**src/rtl/rmii_frame_arbiter_pkg.sv**
```systemverilog
// Shared types and helpers for the RMII frame arbiter.
package rmii_frame_arbiter_pkg;

  localparam int DATA_W = 8;

  typedef enum logic [1:0] {
    ST_IDLE  = 2'd0,
    ST_GRANT = 2'd1,
    ST_GAP   = 2'd2
  } arb_state_e;

  // Width of an index into n items; never narrower than one bit.
  function automatic int idx_w(input int n);
    return (n > 1) ? $clog2(n) : 1;
  endfunction

endpackage

```
**src/rtl/rmii_frame_arbiter_if.sv**
```systemverilog
// FIFO read ports of all ingress channels plus the single RMII_TX read port.
interface rmii_frame_arbiter_if #(
  parameter int N_CH = 4
);
  import rmii_frame_arbiter_pkg::*;

  logic [N_CH-1:0]        ch_en;
  logic [N_CH-1:0]        ch_empty;
  logic [N_CH-1:0]        ch_aempty;
  logic [DATA_W*N_CH-1:0] ch_dout;
  logic [N_CH-1:0]        ch_eod;
  logic [N_CH-1:0]        ch_rden;

  logic                   tx_empty;
  logic                   tx_aempty;
  logic [DATA_W-1:0]      tx_dout;
  logic                   tx_eod;
  logic                   tx_rden;

  // Arbiter side
  modport master (
    input  ch_en, ch_empty, ch_aempty, ch_dout, ch_eod, tx_rden,
    output ch_rden, tx_empty, tx_aempty, tx_dout, tx_eod
  );

  // FIFO / transmitter side
  modport slave (
    output ch_en, ch_empty, ch_aempty, ch_dout, ch_eod, tx_rden,
    input  ch_rden, tx_empty, tx_aempty, tx_dout, tx_eod
  );

endinterface

```
**src/rtl/rmii_frame_arbiter_rr_picker.sv**
```systemverilog
// Round-robin picker: first requester at or after ptr, wrapping at N_CH-1.
module rr_picker
  import rmii_frame_arbiter_pkg::*;
#(
  parameter  int N_CH = 4,
  localparam int IW   = idx_w(N_CH)
) (
  input  logic [N_CH-1:0] req,
  input  logic [IW-1:0]   ptr,
  output logic            found,
  output logic [IW-1:0]   idx
);

  logic [IW:0] pos;

  // Scan every position once starting at ptr and keep the first requester.
  always_comb begin
    found = 1'b0;
    idx   = '0;
    pos   = '0;
    for (int k = 0; k < N_CH; k++) begin
      pos = {1'b0, ptr} + (IW+1)'(k);
      if (pos >= (IW+1)'(N_CH)) pos = pos - (IW+1)'(N_CH);
      if (!found && req[pos[IW-1:0]]) begin
        found = 1'b1;
        idx   = pos[IW-1:0];
      end
    end
  end

endmodule

```
**src/rtl/rmii_frame_arbiter.sv**
```systemverilog
// Frame-granular round-robin arbiter from N FIFO read ports onto one RMII_TX.
// Whole frames only, a fixed idle gap after each, per-channel frame counters.
module rmii_frame_arbiter
  import rmii_frame_arbiter_pkg::*;
#(
  parameter int N_CH       = 4,
  parameter int GAP_CYCLES = 48,
  parameter int STARVE_CYC = 256,
  parameter int CNT_W      = 16
) (
  input  logic                      REF_CLK,
  input  logic                      arst_n,
  rmii_frame_arbiter_if.master      bus,
  output logic                      grant_vld,
  output logic [idx_w(N_CH)-1:0]    grant_idx,
  output logic [CNT_W*N_CH-1:0]     frame_cnt
);

  localparam int IW = idx_w(N_CH);
  localparam int SW = $clog2(STARVE_CYC + 1);
  localparam int GW = idx_w(GAP_CYCLES);

  arb_state_e        state, state_nxt;
  logic [IW-1:0]     rr_ptr;
  logic [SW-1:0]     starve_cnt [N_CH];
  logic [CNT_W-1:0]  cnt        [N_CH];
  logic [DATA_W-1:0] dout_a     [N_CH];
  logic [GW-1:0]     gap_cnt;
  logic              rd_pend;
  logic [N_CH-1:0]   eligible;
  logic              pick_found;
  logic [IW-1:0]     pick_idx;
  logic [DATA_W-1:0] g_dout;
  logic              g_empty, g_aempty, g_eod;
  logic              frame_end;

  // Unpack channel data and work out which channels may compete this cycle.
  always_comb begin
    for (int i = 0; i < N_CH; i++) begin
      dout_a[i]   = bus.ch_dout[i*DATA_W +: DATA_W];
      eligible[i] = bus.ch_en[i] & ~bus.ch_empty[i] &
                    (~bus.ch_aempty[i] | (starve_cnt[i] == SW'(STARVE_CYC)));
    end
  end

  rr_picker #(.N_CH(N_CH)) u_picker (
    .req   (eligible),
    .ptr   (rr_ptr),
    .found (pick_found),
    .idx   (pick_idx)
  );

  assign g_dout   = dout_a[grant_idx];
  assign g_empty  = bus.ch_empty[grant_idx];
  assign g_aempty = bus.ch_aempty[grant_idx];
  assign g_eod    = bus.ch_eod[grant_idx];

  // The byte delivered this cycle came from a passed read and carries EOD.
  assign frame_end = (state == ST_GRANT) && rd_pend && g_eod;

  // Next state and the TX-side mux; TX looks empty whenever nobody owns it.
  always_comb begin
    state_nxt     = state;
    bus.ch_rden   = '0;
    bus.tx_empty  = 1'b1;
    bus.tx_aempty = 1'b1;
    bus.tx_dout   = '0;
    bus.tx_eod    = 1'b0;
    case (state)
      ST_IDLE: begin
        if (pick_found) state_nxt = ST_GRANT;
      end
      ST_GRANT: begin
        bus.tx_empty  = g_empty;
        bus.tx_aempty = g_aempty;
        bus.tx_dout   = g_dout;
        bus.tx_eod    = g_eod;
        // On the EOD byte no further read is passed, so the next frame
        // of this channel stays in its FIFO until it wins again.
        if (frame_end) state_nxt = ST_GAP;
        else           bus.ch_rden[grant_idx] = bus.tx_rden & ~g_empty;
      end
      ST_GAP: begin
        if (gap_cnt == GW'(GAP_CYCLES - 1)) state_nxt = ST_IDLE;
      end
      default: state_nxt = ST_IDLE;
    endcase
  end

  // State register, grant ownership and round-robin pointer.
  always_ff @(posedge REF_CLK or negedge arst_n) begin
    if (!arst_n) begin
      state     <= ST_IDLE;
      grant_vld <= 1'b0;
      grant_idx <= '0;
      rr_ptr    <= '0;
    end else begin
      state <= state_nxt;
      if (state == ST_IDLE && pick_found) begin
        grant_vld <= 1'b1;
        grant_idx <= pick_idx;
        rr_ptr    <= (pick_idx == IW'(N_CH - 1)) ? '0 : pick_idx + 1'b1;
      end else if (frame_end) begin
        grant_vld <= 1'b0;
      end
    end
  end

  // Remember whether a read was passed, so the next cycle knows its data is real.
  always_ff @(posedge REF_CLK or negedge arst_n) begin
    if (!arst_n) rd_pend <= 1'b0;
    else         rd_pend <= |bus.ch_rden;
  end

  // Inter-frame gap counter, only runs in GAP.
  always_ff @(posedge REF_CLK or negedge arst_n) begin
    if (!arst_n) begin
      gap_cnt <= '0;
    end else if (state == ST_GAP) begin
      gap_cnt <= (gap_cnt == GW'(GAP_CYCLES - 1)) ? '0 : gap_cnt + 1'b1;
    end else begin
      gap_cnt <= '0;
    end
  end

  // Starvation counters: age a pending-but-almost-empty channel, saturating.
  always_ff @(posedge REF_CLK or negedge arst_n) begin
    if (!arst_n) begin
      for (int i = 0; i < N_CH; i++) starve_cnt[i] <= '0;
    end else begin
      for (int i = 0; i < N_CH; i++) begin
        if (bus.ch_en[i] & ~bus.ch_empty[i] & bus.ch_aempty[i]) begin
          if (starve_cnt[i] != SW'(STARVE_CYC)) starve_cnt[i] <= starve_cnt[i] + 1'b1;
        end else begin
          starve_cnt[i] <= '0;
        end
      end
    end
  end

  // Per-channel frame counters, wrap-around.
  always_ff @(posedge REF_CLK or negedge arst_n) begin
    if (!arst_n) begin
      for (int i = 0; i < N_CH; i++) cnt[i] <= '0;
    end else if (frame_end) begin
      cnt[grant_idx] <= cnt[grant_idx] + 1'b1;
    end
  end

  // Flatten the counters onto the output bus.
  always_comb begin
    frame_cnt = '0;
    for (int i = 0; i < N_CH; i++) frame_cnt[i*CNT_W +: CNT_W] = cnt[i];
  end

endmodule
```
**src/flat_wrapper.sv**
```systemverilog
// flat-port wrapper written by rule: the top's interface ports become plain ports
module rmii_frame_arbiter_flat import rmii_frame_arbiter_pkg::*;
#(
  parameter int N_CH       = 4,
  parameter int GAP_CYCLES = 48,
  parameter int STARVE_CYC = 256,
  parameter int CNT_W      = 16
)
  (REF_CLK, arst_n, grant_vld, grant_idx, frame_cnt, bus_ch_en, bus_ch_empty, bus_ch_aempty, bus_ch_dout, bus_ch_eod, bus_tx_rden, bus_ch_rden, bus_tx_empty, bus_tx_aempty, bus_tx_dout, bus_tx_eod);
  rmii_frame_arbiter_if #(.N_CH(N_CH)) bus_i ();
  input  logic REF_CLK;
  input  logic arst_n;
  output logic grant_vld;
  output logic [idx_w(N_CH)-1:0] grant_idx;
  output logic [CNT_W*N_CH-1:0] frame_cnt;
  input wire logic [$bits(bus_i.ch_en)-1:0] bus_ch_en;
  input wire logic [$bits(bus_i.ch_empty)-1:0] bus_ch_empty;
  input wire logic [$bits(bus_i.ch_aempty)-1:0] bus_ch_aempty;
  input wire logic [$bits(bus_i.ch_dout)-1:0] bus_ch_dout;
  input wire logic [$bits(bus_i.ch_eod)-1:0] bus_ch_eod;
  input wire logic [$bits(bus_i.tx_rden)-1:0] bus_tx_rden;
  output wire logic [$bits(bus_i.ch_rden)-1:0] bus_ch_rden;
  output wire logic [$bits(bus_i.tx_empty)-1:0] bus_tx_empty;
  output wire logic [$bits(bus_i.tx_aempty)-1:0] bus_tx_aempty;
  output wire logic [$bits(bus_i.tx_dout)-1:0] bus_tx_dout;
  output wire logic [$bits(bus_i.tx_eod)-1:0] bus_tx_eod;
  assign bus_i.ch_en = bus_ch_en;
  assign bus_i.ch_empty = bus_ch_empty;
  assign bus_i.ch_aempty = bus_ch_aempty;
  assign bus_i.ch_dout = bus_ch_dout;
  assign bus_i.ch_eod = bus_ch_eod;
  assign bus_i.tx_rden = bus_tx_rden;
  assign bus_ch_rden = bus_i.ch_rden;
  assign bus_tx_empty = bus_i.tx_empty;
  assign bus_tx_aempty = bus_i.tx_aempty;
  assign bus_tx_dout = bus_i.tx_dout;
  assign bus_tx_eod = bus_i.tx_eod;
  rmii_frame_arbiter #(.N_CH(N_CH), .GAP_CYCLES(GAP_CYCLES), .STARVE_CYC(STARVE_CYC), .CNT_W(CNT_W)) u_core (.REF_CLK(REF_CLK), .arst_n(arst_n), .bus(bus_i), .grant_vld(grant_vld), .grant_idx(grant_idx), .frame_cnt(frame_cnt));
endmodule
```
**config.mk**
```make
export PLATFORM = sky130hd
export DESIGN_NAME = rmii_frame_arbiter_flat
export DESIGN_NICKNAME = d
export VERILOG_FILES = /design/src/rtl/rmii_frame_arbiter_pkg.sv /design/src/rtl/rmii_frame_arbiter_if.sv /design/src/rtl/rmii_frame_arbiter_rr_picker.sv /design/src/rtl/rmii_frame_arbiter.sv /design/src/flat_wrapper.sv
export SDC_FILE = /design/constraint.sdc
export NUM_CORES = 1
export LEC_CHECK = 0
export ABC_AREA = 1
export BUFFER_PORTS_ARGS = -buffer_cell sky130_fd_sc_hd__buf_2
export CORE_ASPECT_RATIO = 1.25
export CORE_UTILIZATION = 50
export DETAILED_ROUTE_END_ITERATION = 10
export GPL_TIMING_DRIVEN = 0
export HOLD_SLACK_MARGIN = 0.05
export PLACE_DENSITY = 0.78
export REMOVE_ABC_BUFFERS = 1
export SKIP_CTS_REPAIR_TIMING = 1
export SYNTH_ARGS = -nofsm -noshare
export SYNTH_HDL_FRONTEND = slang
export SYNTH_SLANG_ARGS = --single-unit
```
**constraint.sdc**
```tcl
create_clock -name REF_CLK -period 1.95 [get_ports REF_CLK]
set_input_delay 0.39 -clock REF_CLK [delete_from_list [all_inputs] [get_ports REF_CLK]]
set_output_delay 0.39 -clock REF_CLK [all_outputs]
set_load 0.03 [all_outputs]
```
==> flow_summary_export.csv <==
group,metric,value,unit
yosys,syn_avg_cell_area,7.629,um2
floorplan,fp.dieArea,13350,um2
clock_network,clock_latency,420,ps
yosys,synth-main-ff-cell,"sky130_fd_sc_hd__dfrtp_1",
yosys,synth-seq-cells,114,
timing,timing.max_slew.rel_slack,59.61,%
placement,placedInstanceArea,7226,um2
grt,grt_antenna_before_repair,0,
placement,port_buffers,132,
grt,global_route.overflow_total,0,
placement,placed_cells,1129,
routing,drtAntennaViolNets,0,
grt,first_pass_grt_wire_length,26210,um
clock_network,tritoncts.num_buffers,17,
status,violations_in_the_final_reports,"negative setup slack",
cells_and_area,area_growth,33.97,%
worst_hold_path,hold_class,"primary input to register",
placement,place_congestion,0.8696,
yosys,async_reset_ff_share,100.0,%
cells_and_area,stdcell_count,1205,
timing,final-max-slew-violation-count,0,
yosys,yosys-top-cells-count,"sky130_fd_sc_hd__nand2_1 (211), sky130_fd_sc_hd__inv_1 (121), sky130_fd_sc_hd__dfrtp_1 (114), sky130_fd_sc_hd__nor2_1 (88), sky130_fd_sc_hd__nand3_1 (53)",
worst_setup_path,critPathRequiredTime,1560,ps
flow_run,drv.max_cap_violation_count,0,
yosys,yosys.area.top_type,"sky130_fd_sc_hd__dfrtp_1",
floorplan,io_pins,133,
grt,globalRouteTotalUtil,24.99,%
floorplan,rows,46,
timing,finalSetupViolations,82,
floorplan,initial_utilization,51.14,%
worst_setup_path,worst-path-max-fanout,8,
timing,fmax,0.3839,GHz
floorplan,placeable_area,12600,um2
routing,via_count,6433,
status,result_of_the_run,"finished with violations",
worst_setup_path,setup.worst_path.start_class,"register",
yosys,synth_most_common_cell,"sky130_fd_sc_hd__nand2_1",
routing,drtIter0Drc,438,
yosys,netlist.area_leader.share,44.25,%
grt,largest_net_degree_at_the_start_of_global_routing,74,
clock_network,clock-sinks,114,
timing,report.final.hold_viol_count,0,
worst_setup_path,path_class,"register to primary output",
yosys,synth_warnings,0,
yosys,synth_seq_area_share,44.25,%
timing,worst_slew_pin_slew,601.2,ps
power,peakVddDrop,0.0005173,V
routing,detail_route.first_pass.iterations,7,
yosys,syn_area,6446,um2
worst_setup_path,cp.arrival,2210,ps
placement,detailedPlacementHpwl,11460,um
cells_and_area,finalNetCount,1086,
routing,number_of_remaining_drc_errors,0,
floorplan,die_width,103.6,um
routing,wl_per_instance,15.34,um
yosys,synth-edff-count,0,
worst_setup_path,endpoint_type_of_the_worst_setup_path,"primary output",
routing,vias_per_instance,5.339,
grt,vias_in_the_first_global_route,5584,
cells_and_area,finalInstanceArea,8636,um2
yosys,synth_top_cells_by_area,"sky130_fd_sc_hd__dfrtp_1 (44%), sky130_fd_sc_hd__nand2_1 (12%), sky130_fd_sc_hd__inv_1 (7.0%)",
floorplan,die_y,128.9,um
clock_network,cts_max_level,4,
power,power.static_leakage,4.364,nW
cells_and_area,antenna_cells,0,
routing,routed_wl,18490,um
clock_network,clk_transition_reported_paths,60,ps
clock_network,clock_tree_root_buffer_cell,"sky130_fd_sc_hd__clkbuf_16",
cells_and_area,ratio_of_cells_with_drive_above_1_in_the_final_layout,30.18,%
clock_network,tritoncts,"yes",
timing,unrepaired_setup_endpoints_after_global_routing,"yes",
timing,timing.final.crit_share,133.6,%
clock_network,cts_buffer_depth,2,
yosys,post_synth_inst_count,845,
yosys,yosys.cell_types.count,45,
timing,fin_worst_skew,9.367,ps
timing,fin_crit,2605,ps
timing,fin_ws,-654.8,ps
power,powerDensity,773.1,nW/um2
==> area by class of cell <==
| type | count | area (um2) |
|---|---|---|
| clock buffer | 19 | 442.9 |
| clock inverter | 13 | 161.4 |
| fill | 990 | 3969 |
| inverter | 133 | 513.0 |
| multi-input combinational | 583 | 3362 |
| sequential | 114 | 2858 |
| tap | 168 | 210.2 |
| timing repair buffer | 175 | 1089 |
==> worst max-delay path, stage by stage, from the launching register on <==
cell and delay (ps):
sky130_fd_sc_hd__dfrtp_2 450, sky130_fd_sc_hd__inv_2 130, sky130_fd_sc_hd__nand2_8 100, sky130_fd_sc_hd__clkinvlp_4 200, sky130_fd_sc_hd__buf_6 200, sky130_fd_sc_hd__nand2_4 60, sky130_fd_sc_hd__nand3_4 70, sky130_fd_sc_hd__nor2_4 200
sky130_fd_sc_hd__nand2_2 90, sky130_fd_sc_hd__nor2_1 90, sky130_fd_sc_hd__buf_4 180
==> where the power goes <==
part	internal, mW	leakage (nW)	switching (mW)
sequential	2.39	1.43	0.0355
combinational	0.383	2.64	0.701
clock	2.04	0.297	1.13
==> sequential cells by signal, indices dropped and copies added, names as in the netlist <==
register / count
u_core.frame_cnt: 64
u_core.starve_cnt: 36
u_core.gap_cnt: 6
u_core.grant_idx: 2
u_core.rr_ptr: 2
u_core.state: 2
u_core.grant_vld: 1
u_core.rd_pend: 1
==> routing by layer <==
metal / GRT usage [%] / vias up / share of wire (%)
met5: 0 / - / 0
met4: 9.889 / 0 / 2.9
met1: 29.40 / 3038 / 39
li1: - / 3095 / -
met3: 5.623 / 42 / 6.9
met2: 44.53 / 258 / 51
==> path summary, 6_finish.rpt <==
kind / start / end / slack, ps / depth (start not counted)
max in group asynchronous: arst_n / u_core.starve_cnt[22] / 790 / 3
worst max-delay path: u_core.grant_idx[0] / bus_ch_rden[1] / -650 / 10
worst max register to register: u_core.grant_idx[1] / u_core.frame_cnt[42] / -460 / 14
worst min register to register: u_core.gap_cnt[0] / u_core.gap_cnt[0] / 480 / 1
min in group asynchronous: arst_n / u_core.starve_cnt[1] / 460 / 2
worst min-delay path: bus_ch_aempty[0] / u_core.starve_cnt[33] / 350 / 3
==> cells in the final DEF (no fill, tap or decap), types with 4 or more instances in the layout <==
cell                        instances
sky130_fd_sc_hd__xor2_1             4
sky130_fd_sc_hd__nor3_4             5
sky130_fd_sc_hd__a211oi_1           4
sky130_fd_sc_hd__a21oi_1           28
sky130_fd_sc_hd__ha_1              10
sky130_fd_sc_hd__buf_2            123
sky130_fd_sc_hd__clkinv_4           5
sky130_fd_sc_hd__nand4_1            6
sky130_fd_sc_hd__nor2_4             9
sky130_fd_sc_hd__nor3_1            16
sky130_fd_sc_hd__clkinv_2           4
sky130_fd_sc_hd__inv_2             14
sky130_fd_sc_hd__nand3_1           47
sky130_fd_sc_hd__buf_6              6
sky130_fd_sc_hd__a22oi_1           22
sky130_fd_sc_hd__nor2_8             4
sky130_fd_sc_hd__nand2_1          195
sky130_fd_sc_hd__nand2_2           15
sky130_fd_sc_hd__o21ai_1           35
sky130_fd_sc_hd__nor2_1            77
sky130_fd_sc_hd__nand3_2            7
sky130_fd_sc_hd__inv_1            116
sky130_fd_sc_hd__buf_4             39
sky130_fd_sc_hd__clkbuf_16         17
sky130_fd_sc_hd__dfrtp_1          112
sky130_fd_sc_hd__nor2_2             9
sky130_fd_sc_hd__o21ai_0           32
sky130_fd_sc_hd__nor3_2             8
sky130_fd_sc_hd__o21ai_2            6
sky130_fd_sc_hd__xor2_2             4
==> cells by family after synthesis <==
logic type,share of synthesized area [%]
buffers and inverters,9.685
flip-flops,44.25
adder cells (fa/ha/maj),2.135
AND/OR/NAND/NOR,28.69
AO/OA/AOI/OAI,13.51
XOR/XNOR,1.728
==> metrics by stage <==
step                power [mW]  hold slack (ps)  utilization, %  setup WS [ps]  TNS (ps)
CTS                      6.420           -106.3           62.12          -1648    -96930
finish                   6.676            355.0           68.51         -654.8    -26780
detailed placement       3.263            335.2           57.33          -1629    -89010
global placement         3.243            450.6           57.06          -1597   -189270
floorplan                2.985            94.41               -         -844.5    -49230
global route             6.918            347.8           68.51         -731.0    -36390
(Power assumes the default switching activity.)
